==> src/rtl/snake_pkg.sv <==
// Shared encodings for the snake game controller: FSM states, collision
// classes, headings and small direction helpers.
package snake_pkg;

  typedef enum logic [1:0] {
    ST_IDLE = 2'b00,
    ST_PLAY = 2'b01,
    ST_GROW = 2'b10,
    ST_OVER = 2'b11
  } state_e;

  // Code 2'b11 is not named: any code with bit 1 set is handled as a wall.
  typedef enum logic [1:0] {
    COL_NO    = 2'b00,
    COL_APPLE = 2'b01,
    COL_WALL  = 2'b10
  } coll_e;

  typedef enum logic [1:0] {
    DIR_UP    = 2'b00,
    DIR_DOWN  = 2'b01,
    DIR_LEFT  = 2'b10,
    DIR_RIGHT = 2'b11
  } dir_e;

  function automatic dir_e reverse_dir(input dir_e d);
    return dir_e'({d[1], ~d[0]});
  endfunction

  function automatic dir_e btn_to_dir(input logic [3:0] btn, input dir_e held);
    if (btn[3])      return DIR_UP;
    else if (btn[2]) return DIR_DOWN;
    else if (btn[1]) return DIR_LEFT;
    else if (btn[0]) return DIR_RIGHT;
    else             return held;
  endfunction

endpackage

==> src/rtl/snake_tick_gen.sv <==
// Move-tick generator: counts 0..period-1 while enabled and pulses on the last
// count. Defining SNAKE_SPEEDUP_EN shortens the period as the score rises.
module snake_tick_gen
  import snake_pkg::*;
#(
  parameter int TICK_DIV = 12_500_000
) (
  input  logic       clk,
  input  logic       reset,
  input  logic       enable,
  input  logic       clear,
  input  logic [7:0] score,
  output logic       move_tick
);

  localparam int CW = $clog2(TICK_DIV + 1);
  localparam logic [CW-1:0] PERIOD_MAX = CW'(TICK_DIV);

  logic [CW-1:0] cnt_q, cnt_d;
  logic [CW-1:0] period_s;

`ifdef SNAKE_SPEEDUP_EN
  localparam int STEP  = TICK_DIV >> 4;
  localparam int FLOOR = TICK_DIV >> 2;

  logic [CW-1:0] period_q, period_d;
  logic [31:0]   dec_s;

  // New period is only adopted at a wrap, so a running interval never changes length.
  always_comb begin
    dec_s    = 32'(score >> 2) * 32'(STEP);
    period_d = period_q;
    if (clear) begin
      period_d = PERIOD_MAX;
    end else if (move_tick) begin
      if (dec_s > 32'(TICK_DIV - FLOOR)) period_d = CW'(FLOOR);
      else                               period_d = CW'(32'(TICK_DIV) - dec_s);
    end
  end

  always_ff @(posedge clk or posedge reset) begin
    if (reset) period_q <= PERIOD_MAX;
    else       period_q <= period_d;
  end

  assign period_s = period_q;
`else
  logic unused_score_s;
  assign unused_score_s = ^score;
  assign period_s       = PERIOD_MAX;
`endif

  assign move_tick = enable && (cnt_q == period_s - CW'(1));

  always_comb begin
    cnt_d = cnt_q;
    if (clear)          cnt_d = '0;
    else if (move_tick) cnt_d = '0;
    else if (enable)    cnt_d = cnt_q + CW'(1);
  end

  always_ff @(posedge clk or posedge reset) begin
    if (reset) cnt_q <= '0;
    else        cnt_q <= cnt_d;
  end

endmodule

==> src/rtl/snake_game_ctrl.sv <==
// Snake game controller: game FSM, heading, score and length bookkeeping.
// Optional macro SNAKE_SPEEDUP_EN enables score-dependent speedup in snake_tick_gen.
module snake_game_ctrl
  import snake_pkg::*;
#(
  parameter int TICK_DIV = 12_500_000,
  parameter int INIT_LEN = 3,
  parameter int MAX_LEN  = 32
) (
  input  logic       clk,
  input  logic       reset,
  input  logic       start,
  input  logic [3:0] dir_btn,
  input  logic [1:0] collision,
  output logic       move_tick,
  output logic [1:0] dir,
  output logic       grow,
  output logic       apple_respawn,
  output logic [7:0] score,
  output logic [5:0] length,
  output logic       playing,
  output logic       game_over
);

  localparam logic [5:0] INIT_LEN_W = 6'(INIT_LEN);
  localparam logic [5:0] MAX_LEN_W  = 6'(MAX_LEN);

  state_e     state_q, state_d;
  logic [7:0] score_q, score_d;
  logic [5:0] len_q, len_d;
  dir_e       dir_q, dir_d, pend_q, pend_d;
  logic       armed_q, armed_d;
  logic       start_play_s;
  logic       tick_s;

  always_comb begin
    state_d      = state_q;
    start_play_s = 1'b0;
    case (state_q)
      ST_IDLE: begin
        if (start) begin
          state_d      = ST_PLAY;
          start_play_s = 1'b1;
        end
      end
      ST_PLAY: begin
        if (collision[1])                                   state_d = ST_OVER;
        else if (coll_e'(collision) == COL_APPLE && armed_q) state_d = ST_GROW;
      end
      ST_GROW: state_d = ST_PLAY;
      ST_OVER: if (start) state_d = ST_IDLE;
      default: state_d = ST_IDLE;
    endcase
  end

  // A tick re-arms even when it coincides with entering GROW: the snake has moved on.
  always_comb begin
    score_d = score_q;
    len_d   = len_q;
    dir_d   = dir_q;
    pend_d  = btn_to_dir(dir_btn, pend_q);
    armed_d = armed_q;
    if (start_play_s) begin
      score_d = 8'd0;
      len_d   = INIT_LEN_W;
    end else if (state_q == ST_GROW) begin
      if (score_q != 8'd255)  score_d = score_q + 8'd1;
      if (len_q < MAX_LEN_W)  len_d   = len_q + 6'd1;
    end
    if (start_play_s)                                 dir_d = DIR_RIGHT;
    else if (tick_s && pend_q != reverse_dir(dir_q)) dir_d = pend_q;
    if (tick_s)                                             armed_d = 1'b1;
    else if (state_q == ST_PLAY && state_d == ST_GROW)      armed_d = 1'b0;
  end

  always_ff @(posedge clk or posedge reset) begin
    if (reset) begin
      state_q <= ST_IDLE;
      score_q <= 8'd0;
      len_q   <= INIT_LEN_W;
      dir_q   <= DIR_RIGHT;
      pend_q  <= DIR_RIGHT;
      armed_q <= 1'b1;
    end else begin
      state_q <= state_d;
      score_q <= score_d;
      len_q   <= len_d;
      dir_q   <= dir_d;
      pend_q  <= pend_d;
      armed_q <= armed_d;
    end
  end

  snake_tick_gen #(
    .TICK_DIV (TICK_DIV)
  ) u_tick (
    .clk       (clk),
    .reset     (reset),
    .enable    (playing),
    .clear     (start_play_s),
    .score     (score_q),
    .move_tick (tick_s)
  );

  assign move_tick     = tick_s;
  assign dir           = dir_q;
  assign grow          = (state_q == ST_GROW);
  assign apple_respawn = (state_q == ST_GROW);
  assign score         = score_q;
  assign length        = len_q;
  assign playing       = (state_q == ST_PLAY) || (state_q == ST_GROW);
  assign game_over     = (state_q == ST_OVER);

endmodule
==> config.mk <==
export PLATFORM = sky130hd
export DESIGN_NAME = snake_game_ctrl
export DESIGN_NICKNAME = d
export VERILOG_FILES = /design/src/rtl/snake_pkg.sv /design/src/rtl/snake_tick_gen.sv /design/src/rtl/snake_game_ctrl.sv
export SDC_FILE = /design/constraint.sdc
export NUM_CORES = 1
export LEC_CHECK = 0
export CORE_UTILIZATION = 55
export CTS_CLUSTER_SIZE = 25
export DETAILED_ROUTE_END_ITERATION = 7
export PLACE_DENSITY = 0.89
export SLEW_MARGIN = 10
export SYNTH_ARGS = -nofsm -noshare
export SYNTH_HDL_FRONTEND = slang
export SYNTH_HIERARCHICAL = 1
export SYNTH_SLANG_ARGS = --single-unit
==> constraint.sdc <==
create_clock -name clk -period 4.4 [get_ports clk]
set_input_delay 0.88 -clock clk [delete_from_list [all_inputs] [get_ports clk]]
set_output_delay 0.88 -clock clk [all_outputs]
set_load 0.02 [all_outputs]
==> results.md <==
- The maximum fanout encountered on the critical timing path is 12.
- The synthesized netlist cell count is between 200 and 300.
- The final number of hold-violating endpoints is 0.
- The routed length on met2 is 2.62 mm.
- The initial antenna violation count is 0.
- The highest layer used for signal routing is met4.
- Setup total negative slack on the finished layout was measured at 0 ns.
- The final reports fail on DRC.
- The tool flagged a number of max-cap violations equal to 0.
- For this block, wires on met1 add up to 2.51 mm.
- The leakage dissipation is 1.28 nW.
- Between clock sinks in the finished design, the worst skew comes to 0.0138 ns.
- Counting the fill cells in the layout gives 337.
- The detailed router placed 2194 vias in this run.
- The proportion of synthesized flip-flops having asynchronous set or reset is 1.00.
- During synthesis, Yosys emitted a total of 6 warnings.
- For this design the ratio of total power to cell area is about 430 mW/mm^2.
- The final worst slack is 0.390 ns.
- The internal portion of total power is about 850 uW.
- Setup repair after global routing left no endpoint under its margin.
- The cell depth of the worst flop-to-flop path is 8.
- By instance count, the cell type seen most on the critical path is inv_1.
- The number of global-route vias before repair came to 1952.
- Tracing the worst setup path back leads to its startpoint at state_q[0]$_DFF_PP0_.
- The leading cell type in the layout, fill and taps excluded is dfrtp_1.
- In the synthesized netlist the dominant register cell turns out to be dfrtp_1.
- The worst-case register-to-register setup slack is 1.74 ns.
- The share of total power dissipated in combinational logic is 0.318.
- The clock passes through at most 2 buffers.
- The routed wire length per instance is 15.7 microns.
- The final hold slack is slightly above 0.5 ns.
- The remaining global-route overflow is 0.
- After clock tree synthesis, the flow added hold-fix buffers numbering 0.
- The maximum ir drop on the vdd rail is 0.000194 V.
- The total setup violations reported at the end of the flow is 0.
- The number of antenna diodes in the final layout is 0.
- The top cell family by delay on the critical path is buffers and inverters.
- The buffer and inverter count on the worst path is 4.
- The antenna violation net count after detailed routing is 0.
- The largest net degree at the start of global routing is 25.
- For this run, the top clock speed supported by timing is roughly 0.25 GHz.
- The floorplan has 24 rows.
- The share of final-layout standard cells stronger than drive strength 1 is 0.0836.
- The detailed router finished its first iteration with 186 violations.
- At the end of the flow, the number of nets in the layout was 315.
- The sum of internal, switching and leakage power is approximately 1.3 mW.
- The effective utilization at floorplan is 0.583.
- At the placement stage, the worst setup path has a slack of 0.752 ns.
- The switching power of the nets is 453 uW.
- 30 I/O pins were placed.
- The switching portion of total power is 0.348.
- The number of vias per cell is 6.25.
- Measured along the y axis, the die boundary spans between 70 and 80 microns.
- For this block, the routed nets add up to 5.51 mm of wire.
- The critical path endpoint is move_tick.
- The first global-routing pass estimated 9.06 mm of wire.
- The class of the tightest hold or removal check is reg2reg.
- The number of nets in the synthesized netlist is 290.
- The final cycle utilization of the critical path is 0.911.
- Counting buffers and inverters, the worst setup path is 7 cells deep.
- The die width is 70.6 microns.
- The sort of element at the start of the critical path is a flip-flop.
- The core area is roughly 0.0044 sq mm.
- STA puts the critical path data required time at 3.52 ns.
- Gates resized during post-CTS repair numbered 0.
- Yosys mapped a number of flops with a built-in enable equal to 0.
- The residual DRC count is 9.
- In the layout the commonest cells are dfrtp_1 (38), nor2_1 (29), clkdlybuf4s50_1 (29), nand2_1 (21), nand3_1 (18).
- The total clock sinks is 45.
- The critical path goes through inv_1 > ha_1 > inv_1 > nor4_4 > nand2_2 > inv_1 > clkdlybuf4s50_1.
- The growth of design area from synthesis to finish is 16.4%.
- The final number of max-transition violations is 0.
- The slowest cell on the critical path is clkdlybuf4s50_1.
- The final critical delay including setup and external delays is between 4 and 5 ns.
- For the pin with the worst max-slew slack, the measured transition is ~0.9 ns.
- The die outline area is 0.00499 sq mm.
- The H-tree depth is 2.
- The critical path is of the reg2out type.
- Routability-driven placement finished with a final weighted congestion of 0.952.
- In the detailed route, the total length drawn on met3 is 292 microns.
- STA classifies the critical path endpoint as an output pin.
- The tree is rooted in a clkbuf_8.
- The clock latency of the later-clocked register in the worst-skew pair is between 0.3 and 0.4 ns.
- The count of port buffers added during placement is 29.
- The iteration count of the initial detailed-routing pass is 7.
- The stage delay of the slowest cell on the critical path is around 0.66 ns.
- Measured against its own limit, the worst slew margin works out to 0.388.
- After clock tree synthesis, the clock-pin slew on the worst setup and hold paths is 0.09 ns.
- The flow ran to the end, but the final reports show violations.
- After synthesis, the mean cell area works out to 9.49 sq um.
- The end of the worst register-to-register path is dir[0]$_DFFE_PP1P_.
- After synthesis the netlist holds a flip-flop and latch count of 45.
- The global-route total usage across every layer is 0.232.
- The post-CTS repair timing setup buffer count is 0.
- After legalization and detailed placement, the total HPWL measured 3.86 mm.
- The endpoint arrival time on the critical path is 3.13 ns.
- The sequential share of the synthesized area is 0.438.
- Of the total power, registers draw 0.400.
- Clock tree synthesis inserted a total of 5 buffers.
- Of the total power, the clock network draws 0.282.
- The TritonCTS clock tree is built.
- The launch instance of the worst register-to-register path is state_q[0]$_DFF_PP0_.
- The mapped netlist covers about 0.0026 sq mm.
- Synthesis instantiated 57 different standard cells from the library.
## synthesized netlist by cell type (5+ instances only)
cell	number	area (sq um)
a21oi_1	12	60.1
buf_2	6	30.0
dfrtp_1	38	951
dfstp_2	7	184
ha_1	8	100
inv_1	11	41.3
nand2_1	21	78.8
nand3_1	18	90.1
nand4_1	12	75.1
nor2_1	29	109
nor3_1	9	45.0
nor4_1	6	37.5
o21ai_0	5	25.0
xnor2_1	6	52.6
xor2_1	15	131
## cells by family (layout without fill, tap and decap cells)
| logic type | count (synthesis) | after routing | share of synthesized area |
|---|---|---|---|
| fa+ha+maj | 8 | 8 | 0.0386 |
| flops | 45 | 45 | 0.438 |
| compound gates | 42 | 42 | 0.109 |
| xor+xnor | 21 | 21 | 0.0710 |
| buf+inv | 23 | 49 | 0.0420 |
| simple gates | 131 | 131 | 0.290 |
| mux | 3 | 3 | 0.0116 |
## flip-flops by register name, summed over array words and instances (netlist names)
| signal | flops |
|---|---|
| u_tick/cnt_q | 24 |
| score | 8 |
| length | 6 |
| dir | 2 |
| pend_q | 2 |
| state_q | 2 |
| armed_q | 1 |
## per-layer routing
layer	vias to the layer above	GRT usage
met2	86	0.375
met4	0	0.0889
met1	1069	0.319
li1	1029	-
met3	10	0.0356
met5	-	0
## power by group through the flow
| stage | combinational, mW | clock [mW] | sequential [mW] |
|---|---|---|---|
| 3_3_place_gp | 0.401 | 0 | 0.526 |
| 6_report | 0.414 | 0.368 | 0.521 |
| 3_5_place_dp | 0.409 | 0 | 0.528 |
| 5_1_grt | 0.458 | 0.388 | 0.530 |
| 2_1_floorplan | 0.283 | 0 | 0.540 |
| 4_1_cts | 0.412 | 0.373 | 0.521 |
## worst reg2reg max path, stage by stage, from the launching register on
cell and delay, ns:
dfrtp_1 0.43, inv_1 0.11, ha_1 0.52, inv_1 0.29
nor4_4 0.44, nand2_2 0.13, inv_1 0.24, a21boi_1 0.11
a311o_1 0.33
## metrics by stage
step | cells | instance area [sq um] | utilization
4_1_cts | 351 | 3020 | 0.679
6_report | 351 | 3020 | 0.679
2_1_floorplan | 273 | 2590 | -
3_5_place_dp | 343 | 2880 | 0.649
5_1_grt | 351 | 3020 | 0.679
3_3_place_gp | 343 | 2880 | 0.649
## worst min-delay path by stage
| stage | from | end | slack, ns | cells past startpoint |
|---|---|---|---|---|
| finish | armed_q$_DFFE_PP1P_ | armed_q$_DFFE_PP1P_ | 0.52 | 2 |
| global route | armed_q$_DFFE_PP1P_ | armed_q$_DFFE_PP1P_ | 0.54 | 2 |
| CTS | armed_q$_DFFE_PP1P_ | armed_q$_DFFE_PP1P_ | 0.51 | 2 |
| detailed placement | armed_q$_DFFE_PP1P_ | armed_q$_DFFE_PP1P_ | 0.51 | 2 |
| global placement | length[1]$_DFFE_PP1P_ | length[1]$_DFFE_PP1P_ | 0.50 | 2 |
| floorplan | armed_q$_DFFE_PP1P_ | armed_q$_DFFE_PP1P_ | 0.49 | 2 |
## layout make-up
class                           instances  area, sq um  share of cell area
Tap cell                               52         65.1              0.0216
Multi-Input combinational cell        205         1350               0.447
Clock buffer                            5         68.8              0.0228
Clock inverter                          3         65.1              0.0216
Sequential cell                        45         1130               0.376
Timing Repair Buffer                   29          290              0.0962
Inverter                               12         45.0              0.0149
Power figures use the tool's default switching activity.
